===== src/rtl/pixel_readout_ctrl.sv =====
// Frame sequencer for the pixel sensor array: erase, expose, ramp-ADC convert,
// then serial readout of every pixel over a valid/ready handshake.
module pixel_readout_ctrl #(
  parameter int NUM_PIXELS   = 4,
  parameter int SEL_W        = $clog2(NUM_PIXELS),
  parameter int ERASE_CYCLES = 5,
  parameter int CONV_CYCLES  = 255
) (
  input  logic             clk,
  input  logic             reset,
  input  logic             start,
  input  logic             abort,
  input  logic [7:0]       expose_len,
  output logic             erase,
  output logic             expose,
  output logic             convert,
  output logic [7:0]       ramp_code,
  output logic [SEL_W-1:0] pix_sel,
  input  logic [7:0]       pix_data,
  output logic [7:0]       out_data,
  output logic             out_valid,
  input  logic             out_ready,
  output logic             busy,
  output logic             frame_done
);

  typedef enum logic [2:0] {
    IDLE,
    ERASE,
    EXPOSE,
    CONVERT,
    RD_LOAD,
    RD_SEND
  } state_t;

  // The first ERASE cycle arms the array, so the counter runs 0..ERASE_CYCLES
  // while erase is driven for ERASE_CYCLES of them.
  localparam logic [15:0]      ERASE_LAST = 16'(ERASE_CYCLES);
  localparam logic [15:0]      CONV_LAST  = 16'(CONV_CYCLES - 1);
  localparam logic [SEL_W-1:0] SEL_LAST   = SEL_W'(NUM_PIXELS - 1);

  state_t      state;
  logic [15:0] cnt;
  logic [7:0]  exp_len;

  always_ff @(posedge clk) begin
    if (reset) begin
      state      <= IDLE;
      cnt        <= '0;
      exp_len    <= '0;
      erase      <= 1'b0;
      expose     <= 1'b0;
      convert    <= 1'b0;
      ramp_code  <= '0;
      pix_sel    <= '0;
      out_data   <= '0;
      out_valid  <= 1'b0;
      busy       <= 1'b0;
      frame_done <= 1'b0;
    end else begin
      frame_done <= 1'b0;
      if (abort && state != IDLE) begin
        state     <= IDLE;
        cnt       <= '0;
        erase     <= 1'b0;
        expose    <= 1'b0;
        convert   <= 1'b0;
        ramp_code <= '0;
        pix_sel   <= '0;
        out_data  <= '0;
        out_valid <= 1'b0;
        busy      <= 1'b0;
      end else begin
        case (state)
          IDLE: begin
            busy <= 1'b0;
            if (start) begin
              state   <= ERASE;
              busy    <= 1'b1;
              cnt     <= '0;
              exp_len <= (expose_len == 8'd0) ? 8'd1 : expose_len;
            end
          end
          ERASE: begin
            if (cnt == ERASE_LAST) begin
              state  <= EXPOSE;
              erase  <= 1'b0;
              expose <= 1'b1;
              cnt    <= '0;
            end else begin
              erase <= 1'b1;
              cnt   <= cnt + 16'd1;
            end
          end
          EXPOSE: begin
            if (cnt == {8'd0, exp_len} - 16'd1) begin
              state     <= CONVERT;
              expose    <= 1'b0;
              convert   <= 1'b1;
              ramp_code <= '0;
              cnt       <= '0;
            end else begin
              cnt <= cnt + 16'd1;
            end
          end
          CONVERT: begin
            if (cnt == CONV_LAST) begin
              state     <= RD_LOAD;
              convert   <= 1'b0;
              ramp_code <= '0;
              pix_sel   <= '0;
              cnt       <= '0;
            end else begin
              ramp_code <= ramp_code + 8'd1;
              cnt       <= cnt + 16'd1;
            end
          end
          RD_LOAD: begin
            out_data  <= pix_data;
            out_valid <= 1'b1;
            state     <= RD_SEND;
          end
          RD_SEND: begin
            if (out_ready) begin
              out_valid <= 1'b0;
              if (pix_sel == SEL_LAST) begin
                // busy stays high through the frame_done cycle
                state      <= IDLE;
                pix_sel    <= '0;
                frame_done <= 1'b1;
              end else begin
                pix_sel <= pix_sel + 1'b1;
                state   <= RD_LOAD;
              end
            end
          end
          default: state <= IDLE;
        endcase
      end
    end
  end

endmodule


===== config.mk =====
export PLATFORM = sky130hd
export DESIGN_NAME = pixel_readout_ctrl
export DESIGN_NICKNAME = d
export VERILOG_FILES = /design/src/rtl/pixel_readout_ctrl.sv
export SDC_FILE = /design/constraint.sdc
export NUM_CORES = 1
export LEC_CHECK = 0
export CAP_MARGIN = 20
export CORE_MARGIN = 5
export CORE_UTILIZATION = 50
export CTS_CLUSTER_SIZE = 25
export DETAILED_ROUTE_END_ITERATION = 12
export PLACE_DENSITY_LB_ADDON = 0.12
export SLEW_MARGIN = 30
export SYNTH_ARGS = -nofsm -noshare
export SYNTH_HDL_FRONTEND = slang
export SYNTH_SLANG_ARGS = --single-unit
export TNS_END_PERCENT = 1

===== constraint.sdc =====
create_clock -name clk -period 4.7 [get_ports clk]
set_input_delay 0.94 -clock clk [delete_from_list [all_inputs] [get_ports clk]]
set_output_delay 0.94 -clock clk [all_outputs]
set_load 0.02 [all_outputs]

# ---- After elaboration in Yosys (flattened, before gate mapping)
# Index checks and enable logic that the tools add are counted.
dict set report word_totals {
  output_inout_bits 24
  register_bits 51
}
dict set report op_classes {
  n_bitwise 3
  n_eq_ne 14
  add_sub_neg 4
  n_mux 31
  reduce_logical 19
}
# operator n
set op_table {}
lappend op_table {{$mux 16} 4}
lappend op_table {{$pmux 16 s4} 1}
lappend op_table {{$mux 8} 3}
lappend op_table {{$mux 3} 6}
lappend op_table {{$pmux 3 s6} 1}
lappend op_table {{$add 16x1->16 const B} 1}
lappend op_table {{$eq 16x16->1} 1}
lappend op_table {{$eq 16x3->1 const B} 1}
lappend op_table {{$eq 16x8->1 const B} 1}
lappend op_table {{$pmux 8 s2} 1}
lappend op_table {{$reduce_and 3->1} 4}
lappend op_table {{$ne 2x2->1 const B} 5}
lappend op_table {{$sub 8x1->9 const B} 1}
lappend op_table {{$add 8x1->8 const B} 1}
lappend op_table {{$logic_not 8->1} 1}
lappend op_table {{$mux 1} 8}
lappend op_table {{$reduce_bool 2->1} 4}
lappend op_table {{$eq 3x2->1 const B} 2}
lappend op_table {{$eq 3x3->1 const B} 2}
lappend op_table {{$mux 2} 3}
lappend op_table {{$pmux 1 s2} 3}
lappend op_table {{$reduce_and 2->1} 3}
lappend op_table {{$reduce_and 5->1} 1}
lappend op_table {{$pmux 2 s2} 1}
lappend op_table {{10 further kinds} 12}

# ---- Depth between registers and ports, before layout
dict set report depth {
  depth_word 4
  depth_mapped 10
  mapped_depth_nobuf 9
}

# ---- Worst setup path after synthesis
# No wires, ideal clock.
dict set report synth_timing {
  kind {reg-to-reg}
  startpoint {register exp_len[0]}
  endpoint {register cnt[14]}
  period_less_slack_ps 2639
  n_path_buf 0
  setup_ps 122
  setup_slack_ps 2061
  arrival_ps 2517
  stages_incl_launch_ff 8
  cell_sequence {dfxtp_1 or4_4 o21a_1 or4_4 a2111oi_4 o41ai_4 and3_1 a221o_1}
}
dict set report synth_between {
  elab_chain_len 4
}
# item line_no
set synth_rtl {}
lappend synth_rtl {{start: declaration} 44} ;# logic [7:0] exp_len;
lappend synth_rtl {{start signal: assignment} 81} ;# exp_len <= (expose_len == 8'd0) ? 8'd1 : expose_len;
lappend synth_rtl {{$sub 8x1->9} 96} ;# if (cnt == {8'd0, exp_len} - 16'd1) begin
lappend synth_rtl {{$eq 16x16->1} 96}
lappend synth_rtl {{$mux 16} 96}
lappend synth_rtl {{$pmux 16 s4} 74} ;# case (state)
lappend synth_rtl {{end signal: assignment} 92} ;# cnt <= cnt + 16'd1;
lappend synth_rtl {{end signal: assignment} 103} ;# cnt <= cnt + 16'd1;
lappend synth_rtl {{end signal: assignment} 115} ;# cnt <= cnt + 16'd1;
lappend synth_rtl {{end: declaration} 43} ;# logic [15:0] cnt;
# Every way passes these cells.
# A chain may end at the register's enable or synchronous reset.

# ---- Worst setup path after layout
dict set report layout_timing {
  startpoint {register exp_len[0]}
  endpoint {register cnt[7]}
}
# Same word-level chain as after synthesis.

==> reports/results.ini <==
[flow_run]
cap_violations = 0

[sta]
fin_ws_ns = 1.55
hold_viol = 0
fin_skew_ns = 0.00839
timing.setup.tns_ns = 0
period_minus_slack_ns = 3.15
slew_headroom = 0.403
rsz0062_at_grt = false
setup_violations = 0
fmax_ghz = 0.317
holdWs_ns = 0.459
period_share = 0.671
worst_pin_slew_ns = 0.892
slew_viol_final = 0

[pwr]
power_mw = 0.897
ir_drop_uv = 116
power_switching_mw = 0.259
p_sw_frac = 0.289
p_leak_nw = 1.16
pwr-share-comb = 0.181
clkPwrFrac = 0.300
p_seq_frac = 0.519
power.internal_mw = 0.638
powerDensity_nw_per_um2 = 274

[critical_path]
arrival_ns = 3.38
rr_startpoint = exp_len[0]
cp.required_ns = 4.93
r2r-end = cnt[7]
worstSetupPathType = flop to flop
timing.critical_path.from = exp_len[0]
reg2reg_depth = 8
ff2ff_setup_slack_ns = 1.55
worst_setup_path_end_kind = flop
worstSetupStartpointType = flop
crit_end = cnt[7]
cp_max_fo = 18

[yosys]
synthSimpleGateAreaFrac = 0.296
synth_nets = 384
synth_xor_area_frac = 0.0291
synth_compound_area_frac = 0.203
synth_area_leaders = dfxtp_1, nand2_1, a21oi_1
synth_top_cells_by_count = nand2_1, dfxtp_1, nor2_1
synth-async-reset-ratio = 0
synth_top_family_by_area = simple AND/OR/NAND/NOR gates
ys_ff_latch = 51
synth_seq_area_share = 0.377
netlist_instances = 357
synth_warnings = 0
yosysUniqueCellTypes = 49
synth_top_area_share = 0.377
synthFlopType = dfxtp_1
synth-edff-count = 0
yosys.cell_count.top_type = nand2_1
synth_top_area_cell = dfxtp_1
muxShareOfSynthArea = 0.0115
netlist_area_um2 = 2710
syn_area_per_cell_um2 = 7.59
synthAdderAreaFrac = 0.0277

[clock_tree]
cts_buffers = 5
cts_resized = 0
cts_buffer_depth = 2
path_clk_slew_ns = 0.09
numClockSinks = 51
holdBufCountCts = 0
root_buffer = clkbuf_8
clock_latency_ns = 0.30
postCtsSetupBuffers = 0
cts_tree = yes
cts_max_level = 2

[layout]
final_cells = 464
drive_above_1_share = 0.0584
area_growth_pct = 20.9
fin_nets = 420
stdcell_area_um2 = 3270
utilization = 0.633
diodes = 0

[route]
vias = 2548
drc = 0
first_pass_iters = 4
drt-initial-drc-count = 146
viasPerCell = 5.49
avgRoutedWirePerCell_um = 13.3
routed_wl_mm = 6.15
ant_nets = 0

[floorplan]
die_h_um = 83.6
coreArea_um2 = 5170
die_w_um = 83.6
ios = 45
die_area_um2 = 6990
num_rows = 26
start_util = 0.524

[placed_design]
post-place-ws_ns = 1.32
dp_hpwl_mm = 4.50
place_area_um2 = 3170
portBuffers = 44
routabilityCongestion = 0.850
dp.cells = 456

[global_route]
grt_pass1_wl_mm = 11.0
gr-total-overflow = 0
grt_max_degree = 19
grt_usage = 0.181
antenna_found_initial = 0
grt_pass1_vias = 2398

[run_status]
status = finished, final reports clean

[hold_path]
hold_path_class = flop to flop

power by group through the flow:
stage	clock network [mW]	registers (mW)	logic [mW]
detailed placement	0	0.476	0.162
global route	0.293	0.469	0.182
global placement	0	0.475	0.159
finish	0.269	0.466	0.163
floorplan	0	0.470	0.121
CTS	0.273	0.466	0.163
worst max-delay path: stages, from the launching register on:
cell	delay (ns)
dfxtp_1	0.35
or4_4	0.56
o21a_1	0.20
a311oi_1	0.41
a2111oi_4	0.18
o41ai_4	0.82
buf_4	0.30
a21oi_1	0.07
o21ai_0	0.18
cell families (layout without fill, tap and decap cells):
family          after synthesis  after routing
compound gates               84             84
xor+xnor                      9              9
fa+ha+maj                     6              6
buf+inv                      37             74
flops                        51             51
mux                           3              3
simple gates                167            167
flip-flops by register name, summed over array words and instances, names as in the netlist, 2 cells and up:
register and flops:
out_data 8, cnt 16, exp_len 8, state 3, pix_sel 2, ramp_code 8
area by class of cell:
type                    count  area [µm²]
flip-flops and latches     51        1020
repair buffers             45         448
clock inverters             2        16.3
clock buffers               6        82.6
well taps                  70        87.6
fillers                   475        1900
multi-input cells         269        1540
inverters                  21        78.8
cells in the final DEF, fill, tap and decap left out, drive strengths merged, types with 2 or more instances in the layout:
cell type	synthesis	layout
nand2	53	53
xor2	6	6
inv	21	21
nand3	28	28
dfxtp	51	51
and2	2	2
a21oi	34	34
o21a	3	3
xnor2	3	3
a211oi	4	4
and3	7	7
nor2b	2	2
mux2i	2	2
a22o	2	2
nor2	35	35
a31oi	7	7
ha	6	6
nor3	10	10
o21ai	17	17
a221o	3	3
or3	4	4
a21o	2	2
or4	5	5
nor4	3	3
o211ai	2	2
clkbuf	13	6
nand2b	2	2
clkdlybuf4s50	0	44
or2	6	6
o41ai	3	3
nand4	5	5
layer usage:
| metal | vias to the layer above | track usage | routed length [µm] |
|---|---|---|---|
| met5 | - | 0 | 0 |
| met4 | 0 | 0.0365 | 49 |
| met3 | 5 | 0.0484 | 336 |
| met2 | 53 | 0.289 | 2710 |
| met1 | 1162 | 0.246 | 3050 |
| li1 | 1328 | - | - |
worst min path at each step:
stage,start,slack (ns),cells past startpoint,endpoint
floorplan,exp_len[5],0.46,2,exp_len[5]
global placement,out_data[7],0.44,2,out_data[7]
detailed placement,out_data[5],0.45,2,out_data[5]
CTS,out_data[5],0.46,2,out_data[5]
global route,out_data[3],0.48,2,out_data[3]
finish,out_data[5],0.46,2,out_data[5]
Power figures use the tool's default switching activity.
